**config.mk**
```make
export PLATFORM = sky130hd
export DESIGN_NAME = pipe_ctrl_flat
export DESIGN_NICKNAME = d
export VERILOG_FILES = /design/src/rtl/pipe_ctrl_if.sv /design/src/rtl/pipe_ctrl.sv /design/src/flat_wrapper.sv
export SDC_FILE = /design/constraint.sdc
export NUM_CORES = 1
export LEC_CHECK = 0
export ABC_AREA = 1
export CAP_MARGIN = 20
export CORE_AREA = 2 2 39 41
export CTS_CLUSTER_SIZE = 40
export DETAILED_ROUTE_END_ITERATION = 8
export DIE_AREA = 0 0 41 43
export MAX_ROUTING_LAYER = met4
export SLEW_MARGIN = 20
export SYNTH_ARGS = -nofsm -noshare
export SYNTH_HDL_FRONTEND = slang
export SYNTH_SLANG_ARGS = --single-unit
```
**constraint.sdc**
```tcl
create_clock -name aclk -period 0.94 [get_ports aclk]
set_input_delay 0.282 -clock aclk [delete_from_list [all_inputs] [get_ports aclk]]
set_output_delay 0.282 -clock aclk [all_outputs]
set_load 0.01 [all_outputs]
```
**src/rtl/pipe_ctrl_if.sv**
```systemverilog
// pipe_ctrl_if: stall/flush request and control bundle between the pipeline
// stages (master) and the central stall/flush controller (slave).
//   Requests : if_stall, id_stall, ex_stall, mem_stall, ex_br_flush,
//              wb_excp_flush, if_req_fire, if_resp_valid
//   Controls : pc/ifid/idex/exmem/memwb_ctl (2b: 10 adv, 11 bubble, 00 hold),
//              ifid/idex/exmem/memwb_flush, flush_cause, if_resp_drop
interface pipe_ctrl_if;
  logic       if_stall;
  logic       id_stall;
  logic       ex_stall;
  logic       mem_stall;
  logic       ex_br_flush;
  logic       wb_excp_flush;
  logic       if_req_fire;
  logic       if_resp_valid;
  logic [1:0] pc_ctl;
  logic [1:0] ifid_ctl;
  logic [1:0] idex_ctl;
  logic [1:0] exmem_ctl;
  logic [1:0] memwb_ctl;
  logic       ifid_flush;
  logic       idex_flush;
  logic       exmem_flush;
  logic       memwb_flush;
  logic       flush_cause;
  logic       if_resp_drop;

  modport master (
    output if_stall, id_stall, ex_stall, mem_stall, ex_br_flush,
           wb_excp_flush, if_req_fire, if_resp_valid,
    input  pc_ctl, ifid_ctl, idex_ctl, exmem_ctl, memwb_ctl,
           ifid_flush, idex_flush, exmem_flush, memwb_flush,
           flush_cause, if_resp_drop
  );

  modport slave (
    input  if_stall, id_stall, ex_stall, mem_stall, ex_br_flush,
           wb_excp_flush, if_req_fire, if_resp_valid,
    output pc_ctl, ifid_ctl, idex_ctl, exmem_ctl, memwb_ctl,
           ifid_flush, idex_flush, exmem_flush, memwb_flush,
           flush_cause, if_resp_drop
  );
endinterface

```
**src/rtl/pipe_ctrl.sv**
```systemverilog
// pipe_ctrl: central stall/flush controller for the 5-stage in-order pipeline.
// Resolves stage stall requests (oldest wins: MEM > EX > ID > IF) and flush
// requests (WB exception/ertn dominates EX branch mispredict) into per-register
// control codes and flush pulses, and tracks the outstanding I-cache fetch so
// a response belonging to a pre-flush fetch is dropped.
//   aclk     : clock
//   aresetn  : asynchronous active-low reset (all outputs forced to 0 while low)
//   bus      : pipe_ctrl_if.slave (requests in, controls out)
//   perf_stall_cyc / perf_flush_cnt : 32b counters, present only when
//              PIPE_CTRL_PERF_EN is defined
module pipe_ctrl (
  input  logic        aclk,
  input  logic        aresetn,
`ifdef PIPE_CTRL_PERF_EN
  output logic [31:0] perf_stall_cyc,
  output logic [31:0] perf_flush_cnt,
`endif
  pipe_ctrl_if.slave  bus
);

  localparam logic [1:0] CTL_ADV  = 2'b10;
  localparam logic [1:0] CTL_BUB  = 2'b11;
  localparam logic [1:0] CTL_HOLD = 2'b00;

  typedef enum logic [1:0] {S_IDLE, S_BUSY, S_DROP} state_t;

  state_t     r_state;
  state_t     w_state_nxt;
  logic       w_flush;
  logic       w_if_eff;
  logic [1:0] w_pc, w_ifid, w_idex, w_exmem, w_memwb;
  logic       w_ifid_fl, w_idex_fl, w_exmem_fl, w_memwb_fl, w_cause;

  assign w_flush  = bus.wb_excp_flush | bus.ex_br_flush;
  // A fetch whose response must be discarded blocks IF like a cache miss.
  assign w_if_eff = bus.if_stall | (r_state == S_DROP);

  always_comb begin
    w_pc       = CTL_ADV;
    w_ifid     = CTL_ADV;
    w_idex     = CTL_ADV;
    w_exmem    = CTL_ADV;
    w_memwb    = CTL_ADV;
    w_ifid_fl  = 1'b0;
    w_idex_fl  = 1'b0;
    w_exmem_fl = 1'b0;
    w_memwb_fl = 1'b0;
    w_cause    = 1'b0;
    if (bus.wb_excp_flush) begin
      // Everything younger than WB is squashed; no stall can matter.
      w_ifid_fl  = 1'b1;
      w_idex_fl  = 1'b1;
      w_exmem_fl = 1'b1;
      w_memwb_fl = 1'b1;
      w_cause    = 1'b1;
      w_ifid     = CTL_BUB;
      w_idex     = CTL_BUB;
      w_exmem    = CTL_BUB;
      w_memwb    = CTL_BUB;
    end else if (bus.ex_br_flush) begin
      // Front end is squashed and redirected; only MEM (older) may still stall.
      w_ifid_fl = 1'b1;
      w_idex_fl = 1'b1;
      w_ifid    = CTL_BUB;
      w_idex    = CTL_BUB;
      if (bus.mem_stall) begin
        w_exmem = CTL_HOLD;
        w_memwb = CTL_BUB;
      end
    end else if (bus.mem_stall) begin
      w_pc    = CTL_HOLD;
      w_ifid  = CTL_HOLD;
      w_idex  = CTL_HOLD;
      w_exmem = CTL_HOLD;
      w_memwb = CTL_BUB;
    end else if (bus.ex_stall) begin
      w_pc    = CTL_HOLD;
      w_ifid  = CTL_HOLD;
      w_idex  = CTL_HOLD;
      w_exmem = CTL_BUB;
    end else if (bus.id_stall) begin
      w_pc   = CTL_HOLD;
      w_ifid = CTL_HOLD;
      w_idex = CTL_BUB;
    end else if (w_if_eff) begin
      w_pc   = CTL_HOLD;
      w_ifid = CTL_BUB;
    end
  end

  always_comb begin
    w_state_nxt = r_state;
    unique case (r_state)
      S_IDLE: if (bus.if_req_fire) w_state_nxt = S_BUSY;
      S_BUSY: begin
        if (w_flush)
          // A same-cycle response is killed by ifid_flush, nothing to drop later.
          w_state_nxt = bus.if_resp_valid ? S_IDLE : S_DROP;
        else if (bus.if_resp_valid)
          w_state_nxt = bus.if_req_fire ? S_BUSY : S_IDLE;
      end
      S_DROP: if (bus.if_resp_valid) w_state_nxt = S_IDLE;
      default: w_state_nxt = S_IDLE;
    endcase
  end

  always_ff @(posedge aclk or negedge aresetn) begin
    if (!aresetn) r_state <= S_IDLE;
    else          r_state <= w_state_nxt;
  end

  assign bus.pc_ctl       = aresetn ? w_pc    : '0;
  assign bus.ifid_ctl     = aresetn ? w_ifid  : '0;
  assign bus.idex_ctl     = aresetn ? w_idex  : '0;
  assign bus.exmem_ctl    = aresetn ? w_exmem : '0;
  assign bus.memwb_ctl    = aresetn ? w_memwb : '0;
  assign bus.ifid_flush   = aresetn & w_ifid_fl;
  assign bus.idex_flush   = aresetn & w_idex_fl;
  assign bus.exmem_flush  = aresetn & w_exmem_fl;
  assign bus.memwb_flush  = aresetn & w_memwb_fl;
  assign bus.flush_cause  = aresetn & w_cause;
  assign bus.if_resp_drop = aresetn & (r_state == S_DROP) & bus.if_resp_valid;

`ifdef PIPE_CTRL_PERF_EN
  logic [31:0] r_perf_stall_cyc;
  logic [31:0] r_perf_flush_cnt;

  always_ff @(posedge aclk or negedge aresetn) begin
    if (!aresetn) begin
      r_perf_stall_cyc <= '0;
      r_perf_flush_cnt <= '0;
    end else begin
      if (bus.pc_ctl == CTL_HOLD) r_perf_stall_cyc <= r_perf_stall_cyc + 32'd1;
      if (w_flush)                r_perf_flush_cnt <= r_perf_flush_cnt + 32'd1;
    end
  end

  assign perf_stall_cyc = r_perf_stall_cyc;
  assign perf_flush_cnt = r_perf_flush_cnt;
`endif

`ifndef SYNTHESIS
  a_no_req_in_drop: assert property (@(posedge aclk) disable iff (!aresetn)
    !(r_state == S_DROP && bus.if_req_fire))
    else $error("pipe_ctrl: if_req_fire while a stale fetch is outstanding");
`endif

endmodule

```
**src/flat_wrapper.sv**
```systemverilog
// flat-port wrapper written by rule: the top's interface ports become plain ports
module pipe_ctrl_flat 
  (aclk, aresetn, bus_if_stall, bus_id_stall, bus_ex_stall, bus_mem_stall, bus_ex_br_flush, bus_wb_excp_flush, bus_if_req_fire, bus_if_resp_valid, bus_pc_ctl, bus_ifid_ctl, bus_idex_ctl, bus_exmem_ctl, bus_memwb_ctl, bus_ifid_flush, bus_idex_flush, bus_exmem_flush, bus_memwb_flush, bus_flush_cause, bus_if_resp_drop);
  pipe_ctrl_if bus_i ();
  input  logic aclk;
  input  logic aresetn;
  input wire logic [$bits(bus_i.if_stall)-1:0] bus_if_stall;
  input wire logic [$bits(bus_i.id_stall)-1:0] bus_id_stall;
  input wire logic [$bits(bus_i.ex_stall)-1:0] bus_ex_stall;
  input wire logic [$bits(bus_i.mem_stall)-1:0] bus_mem_stall;
  input wire logic [$bits(bus_i.ex_br_flush)-1:0] bus_ex_br_flush;
  input wire logic [$bits(bus_i.wb_excp_flush)-1:0] bus_wb_excp_flush;
  input wire logic [$bits(bus_i.if_req_fire)-1:0] bus_if_req_fire;
  input wire logic [$bits(bus_i.if_resp_valid)-1:0] bus_if_resp_valid;
  output wire logic [$bits(bus_i.pc_ctl)-1:0] bus_pc_ctl;
  output wire logic [$bits(bus_i.ifid_ctl)-1:0] bus_ifid_ctl;
  output wire logic [$bits(bus_i.idex_ctl)-1:0] bus_idex_ctl;
  output wire logic [$bits(bus_i.exmem_ctl)-1:0] bus_exmem_ctl;
  output wire logic [$bits(bus_i.memwb_ctl)-1:0] bus_memwb_ctl;
  output wire logic [$bits(bus_i.ifid_flush)-1:0] bus_ifid_flush;
  output wire logic [$bits(bus_i.idex_flush)-1:0] bus_idex_flush;
  output wire logic [$bits(bus_i.exmem_flush)-1:0] bus_exmem_flush;
  output wire logic [$bits(bus_i.memwb_flush)-1:0] bus_memwb_flush;
  output wire logic [$bits(bus_i.flush_cause)-1:0] bus_flush_cause;
  output wire logic [$bits(bus_i.if_resp_drop)-1:0] bus_if_resp_drop;
  assign bus_i.if_stall = bus_if_stall;
  assign bus_i.id_stall = bus_id_stall;
  assign bus_i.ex_stall = bus_ex_stall;
  assign bus_i.mem_stall = bus_mem_stall;
  assign bus_i.ex_br_flush = bus_ex_br_flush;
  assign bus_i.wb_excp_flush = bus_wb_excp_flush;
  assign bus_i.if_req_fire = bus_if_req_fire;
  assign bus_i.if_resp_valid = bus_if_resp_valid;
  assign bus_pc_ctl = bus_i.pc_ctl;
  assign bus_ifid_ctl = bus_i.ifid_ctl;
  assign bus_idex_ctl = bus_i.idex_ctl;
  assign bus_exmem_ctl = bus_i.exmem_ctl;
  assign bus_memwb_ctl = bus_i.memwb_ctl;
  assign bus_ifid_flush = bus_i.ifid_flush;
  assign bus_idex_flush = bus_i.idex_flush;
  assign bus_exmem_flush = bus_i.exmem_flush;
  assign bus_memwb_flush = bus_i.memwb_flush;
  assign bus_flush_cause = bus_i.flush_cause;
  assign bus_if_resp_drop = bus_i.if_resp_drop;
  pipe_ctrl u_core (.aclk(aclk), .aresetn(aresetn), .bus(bus_i));
endmodule
```
# Word-level counts from Yosys, hierarchy flattened
# Cells that the tools add are included.
[word_totals]
input_bits = 10
out_inout_bits = 16
reg_bits = 2
[op_classes]
n_eq_ne = 5
bitwise = 6
mux = 39
n_reduce_logical = 2
[ops]
columns = ["operator", "count"]
rows = [
  ["2-to-1 mux 2 bit", 30],
  ["2-to-1 mux 1 bit", 8],
  ["case mux 2 bit (3 select lines)", 1],
  ["bitwise AND 1 bit", 4],
  ["inequality test 2 bit, second input constant", 2],
  ["inequality test 3 x 2 -> 1 bit, second input constant", 1],
  ["AND reduction 3 bit", 1],
  ["== test 2 x 1 -> 1 bit, second input constant", 1],
  ["== test 2 bit, second input constant", 1],
  ["zero test 2 bit", 1],
  ["OR 1 bit", 2],
]

# Longest topological paths before layout
[logic_depth]
depth_word = 9
mapped_depth = 6
depth_no_buf = 6

# Worst setup path after synthesis
# OpenSTA, ideal clock, no wires.
[synth_timing]
path_kind = "register -> output"
from = "register u_core.r_state[0]"
to = "output port bus_if_resp_drop"
t_arrival_ns = 0.757
t_required_ns = 0.658
stages_incl_launch_ff = 4
setup_slack_ns = -0.099
path_cell_list = "dfrtp_1 -> inv_1 -> nand2_1 -> nor3_1"
[synth_between]
elab_chain_cells = 3
[synth_rtl]
columns = ["item", "line", "rtl"]
rows = [
  ["start: declaration", "pipe_ctrl.sv:27", "state_t r_state;"],
  ["start signal: assignment", "pipe_ctrl.sv:109", "else r_state <= w_state_nxt;"],
  ["== test 2 bit", "pipe_ctrl.sv:122", "assign bus.if_resp_drop = aresetn & (r_state == S_DROP) & bus.if_resp_valid;"],
  ["bitwise AND 1 bit (2 in a row)", "pipe_ctrl.sv:122", ""],
  ["end: declaration", "flat_wrapper.sv:25", "output wire logic [$bits(bus_i.if_resp_drop)-1:0] bus_if_resp_drop;"],
]
# No other way between the ends.

# Worst setup path after layout
[layout_timing]
from = "register u_core.r_state[1]"
to = "output port bus_pc_ctl[1]"
[layout_between]
elab_chain_cells = 9
[layout_rtl]
columns = ["item", "line", "rtl"]
rows = [
  ["== test 2 bit", "pipe_ctrl.sv:36", "assign w_if_eff = bus.if_stall | (r_state == S_DROP);"],
  ["OR 1 bit", "pipe_ctrl.sv:36", ""],
  ["2-to-1 mux 2 bit", "pipe_ctrl.sv:85", "end else if (w_if_eff) begin"],
  ["2-to-1 mux 2 bit", "pipe_ctrl.sv:81", "end else if (bus.id_stall) begin"],
  ["2-to-1 mux 2 bit", "pipe_ctrl.sv:76", "end else if (bus.ex_stall) begin"],
  ["2-to-1 mux 2 bit", "pipe_ctrl.sv:70", "end else if (bus.mem_stall) begin"],
  ["2-to-1 mux 2 bit", "pipe_ctrl.sv:60", "end else if (bus.ex_br_flush) begin"],
  ["2-to-1 mux 2 bit", "pipe_ctrl.sv:49", "if (bus.wb_excp_flush) begin"],
  ["2-to-1 mux 2 bit", "pipe_ctrl.sv:112", "assign bus.pc_ctl = aresetn ? w_pc : '0;"],
  ["end: declaration", "flat_wrapper.sv:15", "output wire logic [$bits(bus_i.pc_ctl)-1:0] bus_pc_ctl;"],
]
# No other way between the ends.

==> reports/qor.csv <==
metric;value;unit
syn-cell-area;266.5;sq um
io_pins;26;
drv.max_cap_violation_count;0;
finalNetCount;94;
grt_antenna_before_repair;0;
grt_use_total;12.14;%
grt_first_pass_wirelength;1421;microns
cts_hold_buffers;0;
synthTopCellsByArea;sky130_fd_sc_hd__dfrtp_1 19%, sky130_fd_sc_hd__nand2_1 17%, sky130_fd_sc_hd__inv_1 15%, sky130_fd_sc_hd__buf_4 14%, sky130_fd_sc_hd__nand2_2 7.0%;
synthDominantCellAreaShare;18.78;%
timing.final.hold_violations;0;
p_per_area;884.6;nW/um^2
n_antenna_cell;0;
first_global_vias;362;
gr-total-overflow;0;
path_clk_slew;0.03;ns
synth_seq_area_share;18.78;%
largest-register;u_core.r_state;
largest_register_ff_count;2;
wl_per_cell;9.633;microns
min-delay-path-class;input pin to asynchronous set/reset pin;
report.power.total;649.7;uW
drc;0;
maxSlewViolCount;0;
synth_seq_cells;2;
clk_lat_worst_skew;0.22;ns
preCtsSetupSlack;-1.059;ns
failed_checks;setup timing;
post_synth.cell_area_avg;5.439;sq um
final.period_utilization;136.3;%
syn-instance-count;49;
leakagePower;0.0003910;uW
setup_total_negative_slack;-2.409;ns
die_width;41;microns
layout_top_registers;u_core.r_state: 2 flops;
final_layout_size_suffix_gt1_share;75.61;%
clock.fmax;780.3;MHz
layout-area-overhead-vs-synth;175.6;%
routed_via_density;4.184;
cts.path.max_buffers;2;
placement_rows;14;
placement.io_buffers;24;
cts_max_level;1;
drt_pre_antenna_iters;4;
pin_count_of_the_biggest_net_entering_global_routing;6;
finish.cell_count_without_fillers;98;
wl;944;microns
timing.final.setup_violations;15;
design.die.area;1763;sq um
cp-start-kind;flip-flop;
status;complete, but fails checks;
worst-setup-path-type;flip-flop to output port;
critPathMaxFanout;4;
synth_warnings;0;
synth.lib_cells_used.distinct;14;
layout_setup_ws;-0.3415;ns
detailroute.via_count;410;
drt_initial_violations;2;
syn-num-nets;59;
critPathRequiredTime;0.66;ns
irDropWorstVdd;0.7390;mV
netlist.top_cell.by_area;sky130_fd_sc_hd__dfrtp_1;
grt_setup_unrepaired;yes;
placedCellCount;91;
clock_tree_from_tritoncts;done;
placeableCoreArea;1384;sq um
place_hpwl;660;microns
ant_nets;0;
cts_inserted_buffers;3;
cp-end-kind;output port;
fin_worst_skew;0.0007578;ns
numClockSinks;2;
cts_root_buffer;sky130_fd_sc_hd__clkbuf_4;
worst-endpoint-arrival;1.00;ns
layout_min_cycle_time;1.282;ns
dieHeight;43;microns
initial_core_util;19.26;%
gp_congestion;0.7431;
through the flow:
step	utilization [%]	cell area, sq um	hold WS [ns]
2_1_floorplan	-	305.3	-0.01359
3_3_place_gp	41.68	576.8	0.5938
3_5_place_dp	41.68	576.8	0.5995
4_1_cts	49.46	684.4	0.1280
5_1_grt	53.07	734.5	0.1537
6_report	53.07	734.5	0.1460
cells by family (layout without fill, tap and decap cells):
| kind of cell | after synthesis | in the layout | synth area share, % |
|---|---|---|---|
| AOI/OAI and AO/OA | 6 | 6 | 11.74 |
| other | 1 | 1 | 1.407 |
| DFF | 2 | 2 | 18.78 |
| buffers and inverters | 18 | 51 | 32.40 |
| and+or+nand+nor | 22 | 22 | 35.68 |
cells in the mapped netlist:
cell type	number
sky130_fd_sc_hd__a21oi_1	2
sky130_fd_sc_hd__o21ai_1	2
sky130_fd_sc_hd__nand3_1	3
sky130_fd_sc_hd__nand2_2	3
sky130_fd_sc_hd__buf_4	5
sky130_fd_sc_hd__nand2_1	12
sky130_fd_sc_hd__nor2_1	3
sky130_fd_sc_hd__inv_1	11
sky130_fd_sc_hd__inv_2	2
sky130_fd_sc_hd__conb_1	1
sky130_fd_sc_hd__nor3_1	1
sky130_fd_sc_hd__dfrtp_1	2
sky130_fd_sc_hd__o22ai_1	1
sky130_fd_sc_hd__o21ai_0	1
area by class of cell:
cell class / instances / area, sq um
Clock buffer: 3 / 22.52
Timing Repair Buffer: 35 / 344.1
Fill cell: 157 / 649.4
Sequential cell: 2 / 50.05
Multi-Input combinational cell: 29 / 226.5
Inverter: 13 / 71.32
Tap cell: 16 / 20.02
critical path, cell delays in order, from the launching register on:
cell and delay (ns):
sky130_fd_sc_hd__dfrtp_1 0.37, sky130_fd_sc_hd__nand2_2 0.11, sky130_fd_sc_hd__nand2_2 0.06, sky130_fd_sc_hd__o21ai_2 0.09, sky130_fd_sc_hd__buf_2 0.13
worst paths after layout:
path | cells past startpoint | to | from | slack, ns
setup / recovery | 4 | bus_pc_ctl[1] | u_core.r_state[1] | -0.34
max in group asynchronous | 4 | u_core.r_state[1] | aresetn | 0.71
min in group aclk | 2 | u_core.r_state[1] | bus_if_resp_valid | 0.43
hold / removal | 4 | u_core.r_state[0] | aresetn | 0.15
hold reg to reg | 3 | u_core.r_state[1] | u_core.r_state[0] | 0.62
setup reg to reg | 5 | u_core.r_state[0] | u_core.r_state[0] | 0.06
layer usage:
| metal | part of all wire [%] | vias up | GRT usage (%) |
|---|---|---|---|
| li1 | - | 209 | - |
| met1 | 36 | 186 | 13.83 |
| met2 | 55 | 15 | 17.81 |
| met3 | 8.1 | 0 | 3.141 |
| met4 | 0 | 0 | 8.000 |
| met5 | 0 | - | - |
report_power, final:
part           leakage (uW)  internal [uW]  switching [uW]  total (uW)
logic              0.000351            189             168         357
clock network     0.0000138            141            48.1         189
registers         0.0000264           98.0            5.95         104
cells in the final DEF, fill, tap and decap left out, drive strengths merged:
| cell | Yosys | layout |
|---|---|---|
| nor2 | 3 | 3 |
| nand2 | 15 | 15 |
| o22ai | 1 | 1 |
| a21oi | 2 | 2 |
| nand3 | 3 | 3 |
| buf | 5 | 31 |
| inv | 13 | 13 |
| clkbuf | 0 | 4 |
| o21ai | 3 | 3 |
| conb | 1 | 1 |
| dfrtp | 2 | 2 |
| dlygate4sd2 | 0 | 2 |
| nor3 | 1 | 1 |
| clkdlybuf4s50 | 0 | 1 |
repair_timing:
item | 4_1_cts | 5_1_grt
setup endpoints to repair | 17 | 16
pin swaps | 14 | 5
buffers inserted | 2 | 2
gates resized for setup | 126 | 14
(Power assumes the default switching activity.)
